`src/rtl/systolic_feeder.sv`:
```
// Skewed A-row / B-column feeder for a SIZE x SIZE systolic array.
// Define SYSTOLIC_FEEDER_ZERO_EN to force data to 0 on lanes whose valid is low.
module systolic_feeder #(
    parameter int SIZE         = 2,
    parameter int IN_WIDTH     = 8,
    parameter int DRAIN_CYCLES = 2 * SIZE
) (
    input  logic                clk,
    input  logic                reset,
    input  logic                in_valid,
    output logic                in_ready,
    input  logic [IN_WIDTH-1:0] in_data [SIZE],
    input  logic                start,
    output logic [IN_WIDTH-1:0] a_in [SIZE],
    output logic [SIZE-1:0]     valid_a,
    output logic [IN_WIDTH-1:0] b_in [SIZE],
    output logic [SIZE-1:0]     valid_b,
    output logic                busy,
    output logic                done
);

    localparam int LC_W = $clog2(2 * SIZE + 1);
    localparam int T_W  = (2 * SIZE - 1 > 1) ? $clog2(2 * SIZE - 1) : 1;
    localparam int DR_W = (DRAIN_CYCLES > 1) ? $clog2(DRAIN_CYCLES) : 1;

    localparam logic [LC_W-1:0] LC_LAST = LC_W'(2 * SIZE - 1);
    localparam logic [T_W-1:0]  T_LAST  = T_W'(2 * SIZE - 2);
    localparam logic [DR_W-1:0] DR_LAST = DR_W'(DRAIN_CYCLES - 1);

`ifdef SYSTOLIC_FEEDER_ZERO_EN
    localparam bit ZERO_IDLE = 1'b1;
`else
    localparam bit ZERO_IDLE = 1'b0;
`endif

    typedef enum logic [2:0] {
        S_LOAD,
        S_ARMED,
        S_FEED,
        S_DRAIN,
        S_DONE
    } state_t;

    state_t state_q, state_d;

    logic [LC_W-1:0] load_cnt_q, load_cnt_d;
    logic [T_W-1:0]  t_q, t_d;
    logic [DR_W-1:0] drain_cnt_q, drain_cnt_d;

    logic [IN_WIDTH-1:0] a_buf_q [SIZE][SIZE];
    logic [IN_WIDTH-1:0] a_buf_d [SIZE][SIZE];
    logic [IN_WIDTH-1:0] b_buf_q [SIZE][SIZE];
    logic [IN_WIDTH-1:0] b_buf_d [SIZE][SIZE];

    logic [IN_WIDTH-1:0] a_in_q [SIZE];
    logic [IN_WIDTH-1:0] a_in_d [SIZE];
    logic [IN_WIDTH-1:0] b_in_q [SIZE];
    logic [IN_WIDTH-1:0] b_in_d [SIZE];
    logic [SIZE-1:0]     valid_a_q, valid_a_d;
    logic [SIZE-1:0]     valid_b_q, valid_b_d;
    logic                in_ready_q, in_ready_d;
    logic                busy_q, busy_d;
    logic                done_q, done_d;

    always_comb begin
        state_d     = state_q;
        load_cnt_d  = load_cnt_q;
        t_d         = t_q;
        drain_cnt_d = drain_cnt_q;
        a_buf_d     = a_buf_q;
        b_buf_d     = b_buf_q;

        case (state_q)
            S_LOAD: begin
                if (in_valid && in_ready_q) begin
                    for (int r = 0; r < SIZE; r++) begin
                        if (int'(load_cnt_q) == r)        a_buf_d[r] = in_data;
                        if (int'(load_cnt_q) == SIZE + r) b_buf_d[r] = in_data;
                    end
                    load_cnt_d = load_cnt_q + LC_W'(1);
                    if (load_cnt_q == LC_LAST) state_d = S_ARMED;
                end
            end
            S_ARMED: begin
                if (start) begin
                    state_d = S_FEED;
                    t_d     = '0;
                end
            end
            S_FEED: begin
                if (t_q == T_LAST) begin
                    state_d     = S_DRAIN;
                    drain_cnt_d = '0;
                end else begin
                    t_d = t_q + T_W'(1);
                end
            end
            S_DRAIN: begin
                if (drain_cnt_q == DR_LAST) state_d = S_DONE;
                else drain_cnt_d = drain_cnt_q + DR_W'(1);
            end
            S_DONE: begin
                state_d    = S_LOAD;
                load_cnt_d = '0;
            end
            default: state_d = S_LOAD;
        endcase

        // Outputs are computed from the next state so they line up with it after the edge.
        busy_d     = (state_d == S_FEED) || (state_d == S_DRAIN);
        done_d     = (state_d == S_DONE);
        in_ready_d = (state_d == S_LOAD);

        for (int i = 0; i < SIZE; i++) begin
            int k;
            k = int'(t_d) - i;
            valid_a_d[i] = (state_d == S_FEED) && (k >= 0) && (k < SIZE);
            valid_b_d[i] = valid_a_d[i];
            a_in_d[i]    = ZERO_IDLE ? '0 : a_in_q[i];
            b_in_d[i]    = ZERO_IDLE ? '0 : b_in_q[i];
            if (valid_a_d[i]) begin
                for (int c = 0; c < SIZE; c++) begin
                    if (c == k) begin
                        a_in_d[i] = a_buf_q[i][c];
                        b_in_d[i] = b_buf_q[c][i];
                    end
                end
            end
        end
    end

    always_ff @(posedge clk) begin
        if (reset) begin
            state_q     <= S_LOAD;
            load_cnt_q  <= '0;
            t_q         <= '0;
            drain_cnt_q <= '0;
            in_ready_q  <= 1'b1;
            busy_q      <= 1'b0;
            done_q      <= 1'b0;
            valid_a_q   <= '0;
            valid_b_q   <= '0;
            for (int i = 0; i < SIZE; i++) begin
                a_in_q[i] <= '0;
                b_in_q[i] <= '0;
            end
        end else begin
            state_q     <= state_d;
            load_cnt_q  <= load_cnt_d;
            t_q         <= t_d;
            drain_cnt_q <= drain_cnt_d;
            in_ready_q  <= in_ready_d;
            busy_q      <= busy_d;
            done_q      <= done_d;
            valid_a_q   <= valid_a_d;
            valid_b_q   <= valid_b_d;
            a_in_q      <= a_in_d;
            b_in_q      <= b_in_d;
        end
    end

    // Matrix storage is data only; its contents are irrelevant until fully reloaded.
    always_ff @(posedge clk) begin
        a_buf_q <= a_buf_d;
        b_buf_q <= b_buf_d;
    end

    assign in_ready = in_ready_q;
    assign a_in     = a_in_q;
    assign b_in     = b_in_q;
    assign valid_a  = valid_a_q;
    assign valid_b  = valid_b_q;
    assign busy     = busy_q;
    assign done     = done_q;

endmodule

```
`config.mk`:
```
export PLATFORM = sky130hd
export DESIGN_NAME = systolic_feeder
export DESIGN_NICKNAME = d
export VERILOG_FILES = /design/src/rtl/systolic_feeder.sv
export SDC_FILE = /design/constraint.sdc
export NUM_CORES = 1
export LEC_CHECK = 0
export ABC_AREA = 1
export CAP_MARGIN = 20
export CORE_UTILIZATION = 60
export CTS_BUF_LIST = sky130_fd_sc_hd__clkbuf_2 sky130_fd_sc_hd__clkbuf_4 sky130_fd_sc_hd__clkbuf_8
export DETAILED_ROUTE_END_ITERATION = 10
export DONT_BUFFER_PORTS = 1
export HOLD_SLACK_MARGIN = 0.03
export PLACE_DENSITY = 0.76
export SETUP_SLACK_MARGIN = 0.4
export SLEW_MARGIN = 25
export SYNTH_ARGS = -nofsm -noshare
export SYNTH_HDL_FRONTEND = slang
export SYNTH_SLANG_ARGS = --single-unit
```
`constraint.sdc`:
```
create_clock -name clk -period 3 [get_ports clk]
set_clock_uncertainty 0.2 [all_clocks]
set_input_delay 0.3 -clock clk [delete_from_list [all_inputs] [get_ports clk]]
set_output_delay 0.3 -clock clk [all_outputs]
set_load 0.02 [all_outputs]
```
## Word-level counts from Yosys, hierarchy flattened

Index checks and enable logic that the tools add are counted.

| cells by class | value |
|---|---|
| $mul | 0 |
| magnitude comparators | 4 |
| reduce and logical (&&, ||, !) cells | 23 |
| add/sub/neg operators | 4 |
| divide/modulo/power cells | 0 |
| shift operators | 0 |
| mux-type cells | 22 |
| eq/ne operators | 18 |
| bitwise gates (word level) | 0 |

Operators with widths:

| operator | number |
|---|---|
| $logic_not A32 Y1 | 2 |
| $mux W8 | 8 |
| $eq A3 B2 Y1 const B | 6 |
| $mux W3 | 6 |
| $reduce_and A3 Y1 | 5 |
| $eq A3 B3 Y1 const B | 4 |
| $pmux W3 S4 | 1 |
| $logic_not A3 Y1 | 3 |
| $mux W2 | 4 |
| $pmux W2 S2 | 2 |
| $reduce_bool A2 Y1 | 4 |
| $ne A2 B2 Y1 const B | 3 |
| $pmux W3 S2 | 1 |
| $reduce_and A2 Y1 | 3 |
| $logic_and A1 B1 Y1 | 5 |
| $add A2 B1 Y2 const B | 2 |
| $eq A2 B2 Y1 const B | 2 |
| $add A3 B1 Y3 const B | 1 |
| $eq A2 B3 Y1 const A | 1 |
| $eq A3 B1 Y1 const B | 1 |
| $ge A3 B1 Y1 const B | 1 |
| $lt A3 B3 Y1 const B | 1 |
| $sub A2 B1 Y3 const B | 1 |
| $eq A2 B2 Y1 const A | 1 |
| 3 further kinds | 3 |

| storage, ports and cells | value |
|---|---|
| register bits | 111 |
| bits in latches | 0 |
| word-level logic and storage cells | 91 |
| bits in writable memories | 0 |
| bits of input ports | 20 |
| bits in read-only memories | 0 |
| memories kept | 0 |

## Depth between registers and ports, before layout

Gate-level depths: netlist (run 1).

| logic depth | value |
|---|---|
| depth in word-level cells | 8 |
| gate-level depth with buffers | 14 |

## Worst setup path after synthesis (run 1)

No wires, ideal clock.

| timing | value |
|---|---|
| path type | reg-to-reg |
| from | reg t_q[1] |
| to | reg a_in_q, in the netlist a_in[10] |
| setup slack | 0.540 ns |
| cell stages (with the launch flop) | 12 |
| data required time | 2.687 ns |
| arrival time | 2.147 ns |
| buffers on the path | 2 |
| cells stage by stage | dfxtp_1 -> inv_1 -> ha_1 -> nand2_1 -> nand3_2 -> inv_1 -> ha_1 -> buf_2 -> clkbuf_1 -> mux2_2 -> nor2_1 -> nor2_1 |

| between the ends | value |
|---|---|
| word-level cells in the longest chain between the ends | 7 |
| elaborated cells between the ends (all ways) | 17 |
| those cells by class | add/sub: 1; order compare: 2; eq/ne: 3; mux: 6; reduce/logical: 5 |

RTL lines:

| what | line | RTL |
|---|---|---|
| start, declared | 47 | `logic [T_W-1:0] t_q, t_d;` |
| start signal, assigned | 150 | `t_q <= t_d;` |
| $add A2 B1 Y2 or $eq A2 B2 Y1 (tied branches) | 95, 91 |  |
| $mux W2 | 91 | `if (t_q == T_LAST) begin` |
| $pmux W2 S2 * | 73 | `case (state_q)` |
| via t_d[1] | 47 |  |
| $ge A2 B1 Y1 | 117 | `valid_a_d[i] = (state_d == S_FEED) && (k >= 0) && (k < SIZE);` |
| $logic_and A1 B1 Y1 (2 in series) | 117 |  |
| $reduce_and A2 Y1 (no line) | - |  |
| end signal, assigned | 157 | `a_in_q <= a_in_d;` |
| end, declared | 55 | `logic [IN_WIDTH-1:0] a_in_q [SIZE];` |

Mark *: on every way through the listed nets, which the timed path passes. The rest lies on a longest branch.
A chain may end at the register's enable or synchronous reset.

## Final worst setup path (run 1)

| timing | value |
|---|---|
| from | reg t_q[1] |
| to | reg b_in_q, in the netlist b_in[9] |

| between the ends | value |
|---|---|
| word-level cells in the longest chain between the ends | 7 |
| elaborated cells between the ends (all ways) | 17 |
| those cells by class | add/sub: 1; order compare: 2; eq/ne: 3; mux: 6; reduce/logical: 5 |

RTL lines:

| what | line | RTL |
|---|---|---|
| $add A2 B1 Y2 or $eq A2 B2 Y1 (tied branches) | 95, 91 |  |
| $mux W2 | 91 |  |
| $pmux W2 S2 * | 73 |  |
| via t_d[1] | 47 |  |
| $ge A2 B1 Y1 | 117 |  |
| $logic_and A1 B1 Y1 (2 in series) | 117 |  |
| $reduce_and A2 Y1 (no line) | - |  |
| end signal, assigned | 158 | `b_in_q <= b_in_d;` |
| end, declared | 57 | `logic [IN_WIDTH-1:0] b_in_q [SIZE];` |

Marks and branches as above.

==> reports/metrics.yaml, run 1 <==
fp-row-count: 31
place_area_mm2: 0.00467
finish.utilization: 0.699
hold_start: "in_valid"
reg2reg_from: "t_q[1]"
via_count: 2803
die_h_um: 89.6
leakage_uw: 0.00209
whs_path_depth: 4
firstDrtPassIters: 4
max_slew_margin: 0.648
cts-root-buf: "clkbuf_8"
period_minus_slack_ns: 2.41
chipWidth_um: 89.6
most-common-layout-cells: "nor2_1 (76), nand2_1 (67), edfxtp_1 (64)"
clkTransAtPathRegs_ns: 0.10
grtUsageTotal: 0.216
critPathCaptureType: "flip-flop"
path_class: "reg -> reg"
synth_warnings: 0
cts_setup_buffers: 0
hold_viol: 0
ant_nets: 0
drive_above_1_share: 0.197
power.density_mw_per_mm2: 530
io_pins: 59
fin_tns_setup_ns: 0
whs_ns: 0.0534
n_antenna_cell: 0
postSynthCellCount: 423
rsz0062_at_grt: "no"
period_share: 0.804
fp.dieArea_mm2: 0.00802
arrival_ns: 2.48
final_common_cell: "nor2_1"
synth_nets: 456
finalWirelength_mm: 8.62
ir_worst_vdd_v: 0.000342
maxSlewViolCount: 0
gp_congestion: 0.867
overflow: 0
cp_max_fo: 16
core_area_mm2: 0.00733
initial_core_util: 0.628
antenna_found_initial: 0
ys_seq_elements: 111
fin_area_mm2: 0.00513
port_buffers: 0
min_path_type: "in -> reg"
hpwl_mm: 5.45
r2r_cells: 10
finalNetCount: 479
tightest_slew_ns: 0.525
syn_area_mm2: 0.00460
rrSetupSlack_ns: 0.59
min_to: "load_cnt_q[0]"
grt_max_degree: 33
fmaxAchievable_ghz: 0.415
critPathLaunchType: "flip-flop"
htreeDepth: 3
cts_sinks: 111
grt_pass1_vias: 2654
numCtsBuffers: 9
ys_seq_area_frac: 0.622
drcViolationCount: 0
ys_types: 29
syn2layout_area_growth_pct: 11.4
drt-wirelength-per-cell_um: 15.7
cp.required_ns: 3.07
tritoncts: "done"
grt_pass1_wl_mm: 12.3
clk_latency_ns: 0.37
avgSynthCellArea_um2: 10.9
r2r_end: "b_in[9]"
max-cap-violations: 0
outcome: "completed"
first_iter_violations: 122
clockBufferDepth: 2
setup_violations: 0
vias_per_cell: 5.10
==> metal layers <==
layer | up-vias | part of all wire | routed length [um] | GRT usage
met1 | 1325 | 0.41 | 3530 | 0.239
met2 | 60 | 0.52 | 4510 | 0.379
li1 | 1402 | - | - | -
met4 | 0 | 0.022 | 190 | 0.108
met5 | - | 0 | 0 | 0
met3 | 16 | 0.046 | 400 | 0.0619
==> repair_timing <==
| item | in CTS | in global routing |
|---|---|---|
| gates resized for setup | 0 | 8 |
| setup endpoints to repair | 0 | 32 |
| endpoints found under the hold margin | 76 | 0 |
| hold buffers | 19 | 0 |
==> metrics by stage <==
| step | total power, uW | setup WS (ns) | instances |
|---|---|---|---|
| 2_1_floorplan | 1780 | 0.540 | 423 |
| 3_3_place_gp | 1800 | 0.589 | 513 |
| 3_5_place_dp | 1800 | 0.525 | 513 |
| 4_1_cts | 2730 | 0.487 | 548 |
| 5_1_grt | 2810 | 0.380 | 550 |
| 6_report | 2720 | 0.589 | 550 |
==> how the worst max path moves through the flow <==
| stage | depth (start not counted) | end | slack (ns) | startpoint |
|---|---|---|---|---|
| 5_1_grt | 13 | b_in[6] | 0.38 | state_q[1] |
| 3_5_place_dp | 10 | b_in[7] | 0.53 | t_q[1] |
| 3_3_place_gp | 10 | b_in[2] | 0.59 | t_q[1] |
| 6_report | 10 | b_in[9] | 0.59 | t_q[1] |
| 2_1_floorplan | 11 | a_in[10] | 0.54 | t_q[1] |
| 4_1_cts | 10 | b_in[7] | 0.49 | t_q[1] |
==> worst max-delay path, stage by stage, from the launching register on <==
cell     delay [ns]
dfxtp_1        0.41
inv_1          0.08
ha_1           0.28
nand2_1        0.08
nand3_2        0.16
inv_2          0.13
ha_1           0.20
buf_6          0.21
mux2_2         0.36
nor2_1         0.13
nor2_1         0.07
==> report_power, final <==
part	internal [uW]	total (uW)	leakage, uW	switching (uW)
combinational	49.7	128	0.00101	78.2
sequential	1660	1680	0.000966	18.7
clock	399	915	0.000106	516
total	2110	2720	0.00209	613
==> cell usage after synthesis <==
| cell | n | share of area |
|---|---|---|
| inv_2 | 2 | 0.0016 |
| nor2_1 | 77 | 0.063 |
| nand2_1 | 67 | 0.055 |
| nand3_4 | 1 | 0.0038 |
| or2_2 | 2 | 0.0027 |
| nand3_2 | 2 | 0.0044 |
| a21oi_1 | 7 | 0.0076 |
| o211a_1 | 1 | 0.0022 |
| mux2_2 | 32 | 0.078 |
| dfxtp_1 | 47 | 0.20 |
| nand2_2 | 12 | 0.016 |
| nand4_1 | 1 | 0.0014 |
| edfxtp_1 | 64 | 0.42 |
| nand4_4 | 1 | 0.0046 |
| inv_1 | 52 | 0.042 |
| nor4_1 | 1 | 0.0014 |
| o21ai_0 | 5 | 0.0054 |
| nand3_1 | 6 | 0.0065 |
| buf_4 | 2 | 0.0033 |
| clkbuf_1 | 4 | 0.0033 |
| nand2_4 | 2 | 0.0049 |
| clkinv_1 | 1 | 0.00082 |
| buf_2 | 6 | 0.0065 |
| nor2_4 | 3 | 0.0073 |
| nor2_2 | 3 | 0.0041 |
| nor3_1 | 4 | 0.0044 |
| buf_6 | 4 | 0.0098 |
| o21ai_2 | 1 | 0.0019 |
| ha_1 | 13 | 0.035 |
==> cell families after synthesis <==
logic type / count (synthesis) / synth area share
AOI/OAI and AO/OA: 14 / 0.0171
adders and majority gates: 13 / 0.0354
buffers and inverters: 71 / 0.0677
DFF: 111 / 0.622
muxes: 32 / 0.0783
and+or+nand+nor: 182 / 0.179
==> final cells by class <==
class                   count  area, um^2
clock buffers               9         124
clock inverters             7        78.8
flip-flops and latches    111        2860
inverters                  55         206
fillers                   533        2200
repair buffers             26         246
multi-input cells         243        1490
well taps                  99         124
==> state kept, by name (all words and copies together), names as in the netlist <==
| signal | cells |
|---|---|
| done | 1 |
| b_in | 16 |
| a_buf_q | 32 |
| a_in | 16 |
| drain_cnt_q | 2 |
| t_q | 2 |
| load_cnt_q | 3 |
| b_buf_q | 32 |
| in_ready | 1 |
| busy | 1 |
| state_q | 3 |
| valid_b | 2 |
Power figures use the tool's default switching activity.
==> run 2: changes to the inputs <==
--- a/config.mk
+++ b/config.mk
@@ -5,14 +5,14 @@
 export SDC_FILE = /design/constraint.sdc
 export NUM_CORES = 1
 export LEC_CHECK = 0
-export ABC_AREA = 1
+export ABC_AREA = 0
 export CAP_MARGIN = 20
-export CORE_UTILIZATION = 60
+export CORE_UTILIZATION = 59
 export CTS_BUF_LIST = sky130_fd_sc_hd__clkbuf_2 sky130_fd_sc_hd__clkbuf_4 sky130_fd_sc_hd__clkbuf_8
 export DETAILED_ROUTE_END_ITERATION = 10
 export DONT_BUFFER_PORTS = 1
 export HOLD_SLACK_MARGIN = 0.03
-export PLACE_DENSITY = 0.76
+export PLACE_DENSITY = 0.78
 export SETUP_SLACK_MARGIN = 0.4
 export SLEW_MARGIN = 25
 export SYNTH_ARGS = -nofsm -noshare
==> constraint.sdc (replaced) <==
create_clock -name clk -period 2.2 [get_ports clk]
set_clock_uncertainty 0.2 [all_clocks]
set_input_delay 0.22 -clock clk [delete_from_list [all_inputs] [get_ports clk]]
set_output_delay 0.22 -clock clk [all_outputs]
set_load 0.02 [all_outputs]
==> reports/metrics.yaml, run 2 <==
outcome: "complete, but fails checks"
violations: "negative hold slack, negative setup slack"
critPathLaunchType: "flip-flop"
ir_worst_vdd_v: 0.000633  # +85%
drt-wirelength-per-cell_um: 25.1  # +60%
tightest_slew_ns: 0.442  # -0.0830 ns
ys_seq_area_frac: 0.652  # +0.0302
final_common_cell: "edfxtp_1"
firstDrtPassIters: 4  # unchanged
p_int_uw: 2820  # +34%
arrival_ns: 3.10  # +0.62 ns
die_h_um: 88.2  # -1.5%
fmaxAchievable_ghz: 0.333  # -20%
chipWidth_um: 88.2  # -1.5%
seq_power_share: 0.607  # -0.009
drive_above_1_share: 0.441  # +0.243
syn_area_mm2: 0.00439  # -4.6%
synth_top_area_frac: 0.438  # +0.0202
ys_types: 39  # +34%
finalWirelength_mm: 12.4  # +44%
synthTopCellsByArea: "edfxtp_1 (44%), dfxtp_1 (21%), a211oi_2 (6.8%), ha_1 (3.7%), mux2i_1 (3.6%)"
swShare: 0.254  # +0.0280
maxSlewViolCount: 0  # unchanged
postSynthCellCount: 323  # -24%
hold_buffers: 16  # -3
antenna_found_initial: 0  # unchanged
first_iter_violations: 328  # +170%
synth_nets: 356  # -22%
whs_ns: -0.290  # -0.343 ns
hold_viol: 47  # +47
synth_enable_flop_cells: 64  # unchanged
power.density_mw_per_mm2: 637  # +20%
nFillCells: 358  # -33%
setup_violations: 32  # +32
synth_warnings: 0  # unchanged
overflow: 0  # unchanged
htreeDepth: 3  # unchanged
path_class: "reg -> reg"
cp.required_ns: 2.30  # -0.77 ns
grtUsageTotal: 0.312  # +0.0956
avgSynthCellArea_um2: 13.6  # +25%
r2r_cells: 12  # +2
synthArstFlopShare: 0  # unchanged
grt_max_degree: 46  # +39%
synth_ff_type: "edfxtp_1"
cp_max_fo: 6  # -10
pwr-share-clk: 0.330  # -0.007
ys_top_cells_by_count: "edfxtp_1 (64), dfxtp_1 (47), nor2_1 (28)"
n_antenna_cell: 0  # unchanged
clkTransAtPathRegs_ns: 0.12  # +0.02 ns
period_share: 1.36  # +0.561
most-common-layout-cells: "edfxtp_1 (64), dfxtp_1 (43), buf_4 (36)"
initial_core_util: 0.608  # -0.0194
synth.most_common_cell: "edfxtp_1"
io_pins: 59  # unchanged
core_area_mm2: 0.00721  # -1.6%
tritoncts: "done"
hpwl_mm: 5.85  # +7.4%
via_count: 3080  # +9.9%
period_minus_slack_ns: 3.00  # +0.591 ns
port_buffers: 0  # unchanged
critPathCaptureType: "flip-flop"
clk_latency_ns: 0.39  # +0.02 ns
whs_path_depth: 1  # -3
clockBufferDepth: 2  # unchanged
finalNetCount: 425  # -11%
ant_nets: 0  # unchanged
vias_per_cell: 6.21  # +22%
final.setup.worst_slack_ns: -0.802  # -1.39 ns
syn2layout_area_growth_pct: 35.2
max-cap-violations: 0  # unchanged
fp.dieArea_mm2: 0.00779  # -2.9%
cts-root-buf: "clkbuf_8"
cts_sinks: 111  # unchanged
grt_pass1_wl_mm: 17.0  # +38%
drcViolationCount: 0  # unchanged
gp_congestion: 0.884  # +2.1%
dpl_worst_slack_ns: -0.805  # -1.33 ns
ys_seq_elements: 111  # unchanged
p_sw_uw: 957  # +56%
max_slew_margin: 0.705  # +0.0575
rsz0062_at_grt: "yes"
min_path_type: "in -> reg"
leakage_uw: 0.00204  # -2.4%
synth_top_area_cell: "edfxtp_1"
power_frac_comb: 0.063  # +0.016
fp-row-count: 31  # unchanged
numCtsBuffers: 9  # unchanged
reg.largest.list: "a_buf_q: 32 flops, b_buf_q: 32 flops"
grt_pass1_vias: 3050  # +15%
==> run 2: cell types whose count changed after synthesis, moves of 12 or more <==
| cell | change |
|---|---|
| o22ai_1 | +15 |
| nor2_1 | -49 |
| nand2_1 | -58 |
| inv_1 | -43 |
| mux2i_1 | +16 |
| nand2_2 | -12 |
| a21oi_1 | +15 |
| mux2_2 | -32 |
| a211oi_2 | +24 |
==> run 2: logic make-up after synthesis <==
group,after synthesis,synth area share
AOI/OAI and AO/OA,86,0.163
adders and majority gates,13,0.0371
buffers and inverters,33,0.0391
DFF,111,0.652
muxes,16,0.0365
and+or+nand+nor,64,0.0716
==> run 2: critical path, cell delays in order (launching register included) <==
cell	delay, ns
dfxtp_2	0.35
inv_2	0.05
ha_4	0.23
nor4bb_4	0.15
a311oi_4	0.38
buf_4	0.20
ha_4	0.20
or3_4	0.34
a211oi_4	0.25
buf_12	0.17
buf_6	0.11
nor2_2	0.04
a211oi_2	0.25
==> run 2: final timing paths <==
check | slack [ns] | start | to
worst max register to register | -0.80 | t_q[1] | a_in[1]
worst min-delay path | -0.29 | reset | t_q[1]
worst min register to register | 0.26 | load_cnt_q[2] | load_cnt_q[2]
worst max-delay path | -0.80 | t_q[1] | a_in[1]
==> run 2: final cells by class <==
class / instances / area [um^2] / share of cell area
inverter: 10 / 38.8 / 0.00654
clock buffer: 9 / 124 / 0.0209
clock inverter: 7 / 75.1 / 0.0127
timing repair buffer: 81 / 958 / 0.162
tap: 99 / 124 / 0.0209
sequential: 111 / 2870 / 0.484
multi-input combinational: 179 / 1740 / 0.293
==> run 2: power by group through the flow <==
stage,sequential [uW],clock [uW],combinational (uW)
floorplan,2330,0,95.3
global placement,2330,0,123
detailed placement,2330,0,129
CTS,2290,1210,215
global route,2300,1340,248
finish,2290,1250,238
==> run 2: per-layer routing <==
metal	GRT usage	part of all wire	vias to the layer above
met5	0	0	-
met4	0.130	0.033	0
met3	0.0737	0.083	35
met2	0.545	0.53	168
met1	0.370	0.35	1531
li1	-	-	1346
==> run 2: through the flow <==
stage | instance area (um^2) | power, uW | util | std cells | setup TNS [ns]
finish | 5930 | 3780 | 0.822 | 496 | -21.08
global route | 5930 | 3880 | 0.822 | 496 | -23.09
CTS | 5670 | 3710 | 0.785 | 488 | -18.13
detailed placement | 4750 | 2460 | 0.658 | 429 | -19.35
global placement | 4750 | 2450 | 0.658 | 429 | -15.37
floorplan | 4470 | 2420 | - | 323 | -13.76
==> run 2: what timing repair did <==
action / in CTS / in global routing
gates cloned: 7 / 0
pin swaps: 23 / 27
buffers inserted: 20 / 8
endpoints found under the hold margin: 111 / 47
gates resized for setup: 59 / 37
setup endpoints to repair: 101 / 101
